==> src/rtl/lbist_pkg.sv <==
// Shared types for the logic-BIST sequencer: FSM states, the registered
// control-output bundle and its per-state decode.
package lbist_pkg;

    localparam int LBIST_CNT_W  = 16;
    localparam int LBIST_SE_GAP = 2;

    typedef enum logic [2:0] {
        IDLE,
        SEED,
        SHIFT,
        GAP_PRE,
        CAPTURE,
        GAP_POST,
        UNLOAD,
        DONE
    } lbist_state_e;

    typedef struct packed {
        logic scan_en;
        logic scan_shift;
        logic scan_capture;
        logic prpg_load;
        logic prpg_en;
        logic misr_clr;
        logic misr_en;
        logic busy;
        logic done;
    } lbist_ctl_t;

    // misr_ok is low only while the very first pattern is being shifted in,
    // so the MISR never compacts the uninitialised chain contents.
    function automatic lbist_ctl_t lbist_decode(input lbist_state_e st, input logic misr_ok);
        lbist_ctl_t c;
        c = '0;
        case (st)
            SEED: begin
                c.prpg_load = 1'b1;
                c.misr_clr  = 1'b1;
                c.busy      = 1'b1;
            end
            SHIFT: begin
                c.scan_en    = 1'b1;
                c.scan_shift = 1'b1;
                c.prpg_en    = 1'b1;
                c.misr_en    = misr_ok;
                c.busy       = 1'b1;
            end
            GAP_PRE: begin
                c.scan_en = 1'b1;
                c.busy    = 1'b1;
            end
            CAPTURE: begin
                c.scan_capture = 1'b1;
                c.busy         = 1'b1;
            end
            GAP_POST: begin
                c.busy = 1'b1;
            end
            UNLOAD: begin
                c.scan_en    = 1'b1;
                c.scan_shift = 1'b1;
                c.misr_en    = 1'b1;
                c.busy       = 1'b1;
            end
            DONE: begin
                c.done = 1'b1;
            end
            default: c = '0;
        endcase
        return c;
    endfunction

endpackage

==> src/rtl/lbist_shift_cnt.sv <==
// Loadable down-counter with a zero flag; times the SHIFT/UNLOAD phases and
// the optional scan-enable settling gaps.
module lbist_shift_cnt
    import lbist_pkg::*;
#(
    parameter int CNT_W = LBIST_CNT_W
) (
    input  logic             mclk,
    input  logic             reset_n,
    input  logic             clr,
    input  logic             load,
    input  logic [CNT_W-1:0] load_val,
    output logic             zero
);

    logic [CNT_W-1:0] cnt;

    // Holds at zero once exhausted so an idle counter never wraps.
    always_ff @(posedge mclk or negedge reset_n) begin
        if (!reset_n) begin
            cnt <= '0;
        end else if (clr) begin
            cnt <= '0;
        end else if (load) begin
            cnt <= load_val;
        end else if (cnt != '0) begin
            cnt <= cnt - 1'b1;
        end
    end

    assign zero = (cnt == '0);

endmodule

==> src/rtl/lbist_ctrl.sv <==
// Logic-BIST sequencer: SEED, then shift/capture per pattern, a final unload
// and a sticky done. Define LBIST_SE_GAP_EN to add scan-enable settling gaps.
module lbist_ctrl
    import lbist_pkg::*;
#(
    parameter int CNT_W  = LBIST_CNT_W,
    parameter int SE_GAP = LBIST_SE_GAP
) (
    input  logic             mclk,
    input  logic             reset_n,
    input  logic             cfg_lbist_rst,
    input  logic             cfg_lbist_start,
    input  logic [CNT_W-1:0] cfg_lbist_pat,
    input  logic [CNT_W-1:0] cfg_chain_depth,
    output logic             lbist_done,
    output logic             lbist_busy,
    output logic             scan_en,
    output logic             scan_shift,
    output logic             scan_capture,
    output logic             prpg_load,
    output logic             prpg_en,
    output logic             misr_clr,
    output logic             misr_en,
    output logic [CNT_W-1:0] pat_cnt
);

`ifdef LBIST_SE_GAP_EN
    localparam bit GAP_ON = 1'b1;
`else
    localparam bit GAP_ON = 1'b0;
`endif
    localparam int               GAP_LEN = (SE_GAP < 1) ? 1 : SE_GAP;
    localparam logic [CNT_W-1:0] GAP_M1  = CNT_W'(GAP_LEN - 1);

    lbist_state_e     state;
    lbist_state_e     state_nxt;
    lbist_ctl_t       ctl_q;
    logic             start_q;
    logic             start_evt;
    logic [CNT_W-1:0] pat_l;
    logic [CNT_W-1:0] dep_l;
    logic [CNT_W-1:0] dep_m1;
    logic [CNT_W-1:0] pat_inc;
    logic [CNT_W-1:0] pat_cnt_nxt;
    logic             cnt_load;
    logic [CNT_W-1:0] cnt_load_val;
    logic             cnt_zero;

    assign start_evt = cfg_lbist_start & ~start_q & ((state == IDLE) | (state == DONE));
    assign dep_m1    = dep_l - 1'b1;
    assign pat_inc   = (pat_cnt == '1) ? pat_cnt : pat_cnt + 1'b1;

    lbist_shift_cnt #(
        .CNT_W(CNT_W)
    ) u_shift_cnt (
        .mclk    (mclk),
        .reset_n (reset_n),
        .clr     (cfg_lbist_rst),
        .load    (cnt_load),
        .load_val(cnt_load_val),
        .zero    (cnt_zero)
    );

    always_ff @(posedge mclk or negedge reset_n) begin
        if (!reset_n) begin
            start_q <= 1'b0;
            pat_l   <= '0;
            dep_l   <= CNT_W'(1);
        end else if (cfg_lbist_rst) begin
            start_q <= 1'b0;
            pat_l   <= '0;
            dep_l   <= CNT_W'(1);
        end else begin
            start_q <= cfg_lbist_start;
            if (start_evt) begin
                pat_l <= cfg_lbist_pat;
                dep_l <= (cfg_chain_depth == '0) ? CNT_W'(1) : cfg_chain_depth;
            end
        end
    end

    always_ff @(posedge mclk or negedge reset_n) begin
        if (!reset_n) begin
            state   <= IDLE;
            pat_cnt <= '0;
            ctl_q   <= '0;
        end else begin
            state   <= state_nxt;
            pat_cnt <= pat_cnt_nxt;
            ctl_q   <= lbist_decode(state_nxt, pat_cnt_nxt != '0);
        end
    end

    // The counter is reloaded on every entry to a timed state; software reset
    // overrides whatever the state decode chose.
    always_comb begin
        state_nxt    = state;
        pat_cnt_nxt  = pat_cnt;
        cnt_load     = 1'b0;
        cnt_load_val = dep_m1;
        case (state)
            IDLE, DONE: begin
                if (start_evt) begin
                    state_nxt   = SEED;
                    pat_cnt_nxt = '0;
                end
            end
            SEED: begin
                if (pat_l == '0) begin
                    state_nxt = DONE;
                end else begin
                    state_nxt = SHIFT;
                    cnt_load  = 1'b1;
                end
            end
            SHIFT: begin
                if (cnt_zero) begin
                    if (GAP_ON) begin
                        state_nxt    = GAP_PRE;
                        cnt_load     = 1'b1;
                        cnt_load_val = GAP_M1;
                    end else begin
                        state_nxt = CAPTURE;
                    end
                end
            end
            GAP_PRE: begin
                if (cnt_zero) begin
                    state_nxt = CAPTURE;
                end
            end
            CAPTURE: begin
                pat_cnt_nxt = pat_inc;
                cnt_load    = 1'b1;
                if (GAP_ON) begin
                    state_nxt    = GAP_POST;
                    cnt_load_val = GAP_M1;
                end else begin
                    state_nxt = (pat_inc == pat_l) ? UNLOAD : SHIFT;
                end
            end
            GAP_POST: begin
                if (cnt_zero) begin
                    state_nxt = (pat_cnt == pat_l) ? UNLOAD : SHIFT;
                    cnt_load  = 1'b1;
                end
            end
            UNLOAD: begin
                if (cnt_zero) begin
                    state_nxt = DONE;
                end
            end
            default: state_nxt = IDLE;
        endcase
        if (cfg_lbist_rst) begin
            state_nxt   = IDLE;
            pat_cnt_nxt = '0;
            cnt_load    = 1'b0;
        end
    end

    assign lbist_done   = ctl_q.done;
    assign lbist_busy   = ctl_q.busy;
    assign scan_en      = ctl_q.scan_en;
    assign scan_shift   = ctl_q.scan_shift;
    assign scan_capture = ctl_q.scan_capture;
    assign prpg_load    = ctl_q.prpg_load;
    assign prpg_en      = ctl_q.prpg_en;
    assign misr_clr     = ctl_q.misr_clr;
    assign misr_en      = ctl_q.misr_en;

endmodule

==> config.mk <==
export PLATFORM = sky130hd
export DESIGN_NAME = lbist_ctrl
export DESIGN_NICKNAME = d
export VERILOG_FILES = /design/src/rtl/lbist_pkg.sv /design/src/rtl/lbist_shift_cnt.sv /design/src/rtl/lbist_ctrl.sv
export SDC_FILE = /design/constraint.sdc
export NUM_CORES = 1
export LEC_CHECK = 0
export ABC_CLOCK_PERIOD_IN_PS = 3750
export CAP_MARGIN = 20
export CORE_ASPECT_RATIO = 1.5
export CORE_MARGIN = 2
export CORE_UTILIZATION = 25
export CTS_CLUSTER_DIAMETER = 120
export DETAILED_ROUTE_END_ITERATION = 7
export PLACE_DENSITY = 0.48
export SLEW_MARGIN = 20
export SYNTH_ARGS = -nofsm -noshare
export SYNTH_HDL_FRONTEND = slang
export SYNTH_SLANG_ARGS = --single-unit
==> constraint.sdc <==
create_clock -name mclk -period 3.75 [get_ports mclk]
set_input_delay 0.75 -clock mclk [delete_from_list [all_inputs] [get_ports mclk]]
set_output_delay 0.75 -clock mclk [all_outputs]
set_load 0.01 [all_outputs]
==> results by group <==
Clock tree
  – TritonCTS Buffers: 9
  – Clk Latency, worst-skew pair: about 0.34 ns
  – Post-CTS Setup Repair Bufs: 0
  – Root Buffer: clkbuf_16
  – Post-CTS Hold Buffers: 0
  – PostCTS Resize Cnt: 0
  – H-tree depth: 3
  – Clock transition at path regs: 0.07 ns
  – Clock sink count: 76
  – CTS tree: built
  – Max clock buf depth: 2

Worst setup path
  – Critical path startpoint category: flip-flop
  – Reg-to-reg critical path endpoint: misr_en$_DFF_PN0_
  – FF-to-FF Start: pat_cnt[8]$_DFF_PN0_
  – Reg2reg setup slack: 0.65 ns
  – Logic depth of the worst register-to-register path: 8
  – CP Capture Type: flip-flop
  – CP Max Fanout: 8
  – Worst Setup Path Type: flip-flop to flip-flop
  – Critical path endpoint: misr_en$_DFF_PN0_
  – Worst Path Required: between 3 and 4 ns
  – WP data arrival: 3.33 ns
  – Critical path launch point: pat_cnt[8]$_DFF_PN0_

Finish
  – Nets: a little under 600
  – Area grow syn2layout: 23.3%
  – FILL cells: 1,927
  – Layout cells sized above 1: 0.0919
  – ANT cells: 0
  – Finished Cell Area: 5680 sq um

Global routing
  – Total GRT Usage: 0.161
  – Vias in the first global route: 4,234
  – Initial antenna violation count: 0
  – First-pass GRT wire length: 24,200 um
  – Grt ovf: 0
  – Largest net degree at the start of global routing: 77

Timing
  – Worst Skew: 0.00969 ns
  – Slew @ Worst Pin: approximately 0.83 ns
  – # setup viols final: 0
  – Fmax: about 0.32 GHz
  – Crit share post-route: 0.827
  – Period minus WS final: 3.10 ns
  – Slew HR: 0.444
  – Final Hold Vio Count: 0
  – RSZ-0062 raised after global routing: false
  – Setup TNS: 0 ns
  – Fin. max-slew vios: 0

Yosys
  – Syn nets: between 500 and 600
  – Most frequent cell after synthesis: dfrtp_1
  – Yosys Warn Count: 0
  – Unique cell type count in the Yosys netlist: 69
  – Synth area leader: dfrtp_1
  – Top cell type's share of synthesized area: 0.407
  – Sequential share of the synthesized area: 0.413
  – Post-synth top cells: dfrtp_1 (75), nor2_1 (53), nand2_1 (37)
  – Mapped Cells: just under 500
  – Async SR Flop Fraction: 1.00
  – Post-synth EDFFs: 0
  – #FFs+latches synth: 76
  – Syn Area/Cell: between 9 and 10 sq um
  – Post-Syn Area: 4610 sq um
  – Area contributors post-synth: dfrtp_1 (41%), a22o_1 (6.1%), xnor2_1 (5.1%)
  – Top_reg_cell synth: dfrtp_1

Placement
  – PortBufs: 60
  – Post-placement cell area: 5390 sq um
  – Post-DP HPWL: 12,000 um
  – Final Wtd Congestion: 0.998

Floorplanning
  – Cell row count: 60
  – Height of the die: 170 um
  – Die Area: 19,500 sq um
  – Core Area: 18,000 sq um
  – Chip Width: 115 um
  – Initial Util: 0.256
  – Top Ports: 61

Route
  – Final ANT Viol Nets: 0
  – Final Routed Wirelength: 15,400 um
  – WL/cell: about 20 um
  – Routed via count: 4,191
  – DR iter-0 viols: ~220
  – DRC violations left: 0
  – DRT Pass-1 Iters: 4
  – Vias per cell: 5.43

Pwr
  – Switching Share: 0.407
  – Leakage: 2.43 nW
  – Switching power: 1.53 mW
  – Peak supply drop: 249 uV
  – Power share of the clock group: 0.227
  – Int Power: 2.23 mW
  – Seq pwr share: 0.357
  – Gate power share: 0.416
  – Pwr/cell area: 661 nW/um^2

Status
  – Status: finished clean

Min path
  – Worst hold path type: primary input to asynchronous set/reset pin

Flow run
  – MaxCap Viol Count: 0
-- power by group through the flow --
stage | clock network, mW | logic, mW | registers (mW)
detailed placement | 0 | 1.58 | 1.36
floorplan | 0 | 1.15 | 1.26
global route | 0.912 | 1.74 | 1.38
global placement | 0 | 1.58 | 1.35
CTS | 0.880 | 1.58 | 1.35
finish | 0.852 | 1.56 | 1.34
-- how the worst min path moves through the flow --
stage                               start               endpoint  slack, ns  cells past startpoint
finish                            reset_n     misr_clr$_DFF_PN0_       0.41                      1
global route                      reset_n     misr_clr$_DFF_PN0_       0.48                      1
CTS                 dep_l[15]$_DFFE_PN0P_  dep_l[15]$_DFFE_PN0P_       0.51                      1
detailed placement  dep_l[15]$_DFFE_PN0P_  dep_l[15]$_DFFE_PN0P_       0.50                      1
global placement    dep_l[15]$_DFFE_PN0P_  dep_l[15]$_DFFE_PN0P_       0.50                      1
floorplan                         reset_n  dep_l[10]$_DFFE_PN0P_       0.45                      0
-- per-layer routing --
| metal | track usage | vias up | wire length (um) |
|---|---|---|---|
| met5 | 0 | - | 0 |
| met4 | 0.0723 | 0 | 575 |
| met3 | 0.0267 | 39 | 755 |
| met2 | 0.298 | 149 | 8220 |
| met1 | 0.177 | 2047 | 5820 |
| li1 | - | 1956 | - |
-- worst max-delay path, cell delays in order (launching register included) --
cell and delay [ns]:
dfrtp_1 0.60, and4_1 0.52, nand4_2 0.24, nand3_1 0.27, or3_1 0.15, nand3_1 0.09
nor4_1 0.38, or3b_1 0.40, o311a_1 0.33
-- cell usage in the layout (no fill, tap or decap), types with 4 or more instances in the layout --
cell type,instances
a211oi_1,7
a21oi_1,23
a22o_1,32
a31oi_1,4
and2_1,5
and3_1,6
buf_4,14
clkbuf_16,9
clkdlybuf4s50_1,59
dfrtp_1,75
inv_1,9
mux2i_1,10
nand2_1,37
nand3_1,19
nand4_1,8
nor2_1,53
nor3_1,21
nor4_1,21
o21ai_0,10
o21ai_1,4
o31ai_1,8
or3_1,7
xnor2_1,27
xor2_1,12
-- sequential cells by signal (all words and copies together), names as in the netlist --
| signal | cells |
|---|---|
| dep_l | 16 |
| pat_cnt | 16 |
| pat_l | 16 |
| u_shift_cnt.cnt | 16 |
| state | 3 |
| lbist_busy | 1 |
| lbist_done | 1 |
| misr_clr | 1 |
| misr_en | 1 |
| prpg_en | 1 |
| scan_capture | 1 |
| scan_en | 1 |
| scan_shift | 1 |
| start_q | 1 |
-- logic make-up after synthesis --
kind of cell	synth area share
fa+ha+maj	0.00543
compound gates	0.187
mux	0.0291
simple gates	0.240
xor+xnor	0.0742
buf+inv	0.0503
flops	0.413
-- through the flow --
step / instances / setup slack, ns / power [mW] / hold slack [ns] / utilization
2_1_floorplan: 496 / 0.654 / 2.40 / 0.454 / -
3_3_place_gp: 756 / 0.431 / 2.93 / 0.503 / 0.299
3_5_place_dp: 756 / 0.369 / 2.94 / 0.499 / 0.299
4_1_cts: 772 / 0.655 / 3.81 / 0.513 / 0.315
5_1_grt: 772 / 0.352 / 4.03 / 0.484 / 0.315
6_report: 772 / 0.648 / 3.76 / 0.414 / 0.315
-- area by class of cell --
| cell class | count | area (sq um) | area share |
|---|---|---|---|
| Clock buffer | 9 | 225 | 0.0396 |
| Multi-Input combinational cell | 379 | 2470 | 0.435 |
| Clock inverter | 7 | 65.1 | 0.0115 |
| Timing Repair Buffer | 74 | 707 | 0.124 |
| Tap cell | 217 | 272 | 0.0478 |
| Sequential cell | 76 | 1900 | 0.335 |
| Inverter | 10 | 37.5 | 0.00661 |
No activity file was read; power rests on OpenSTA's default activity.
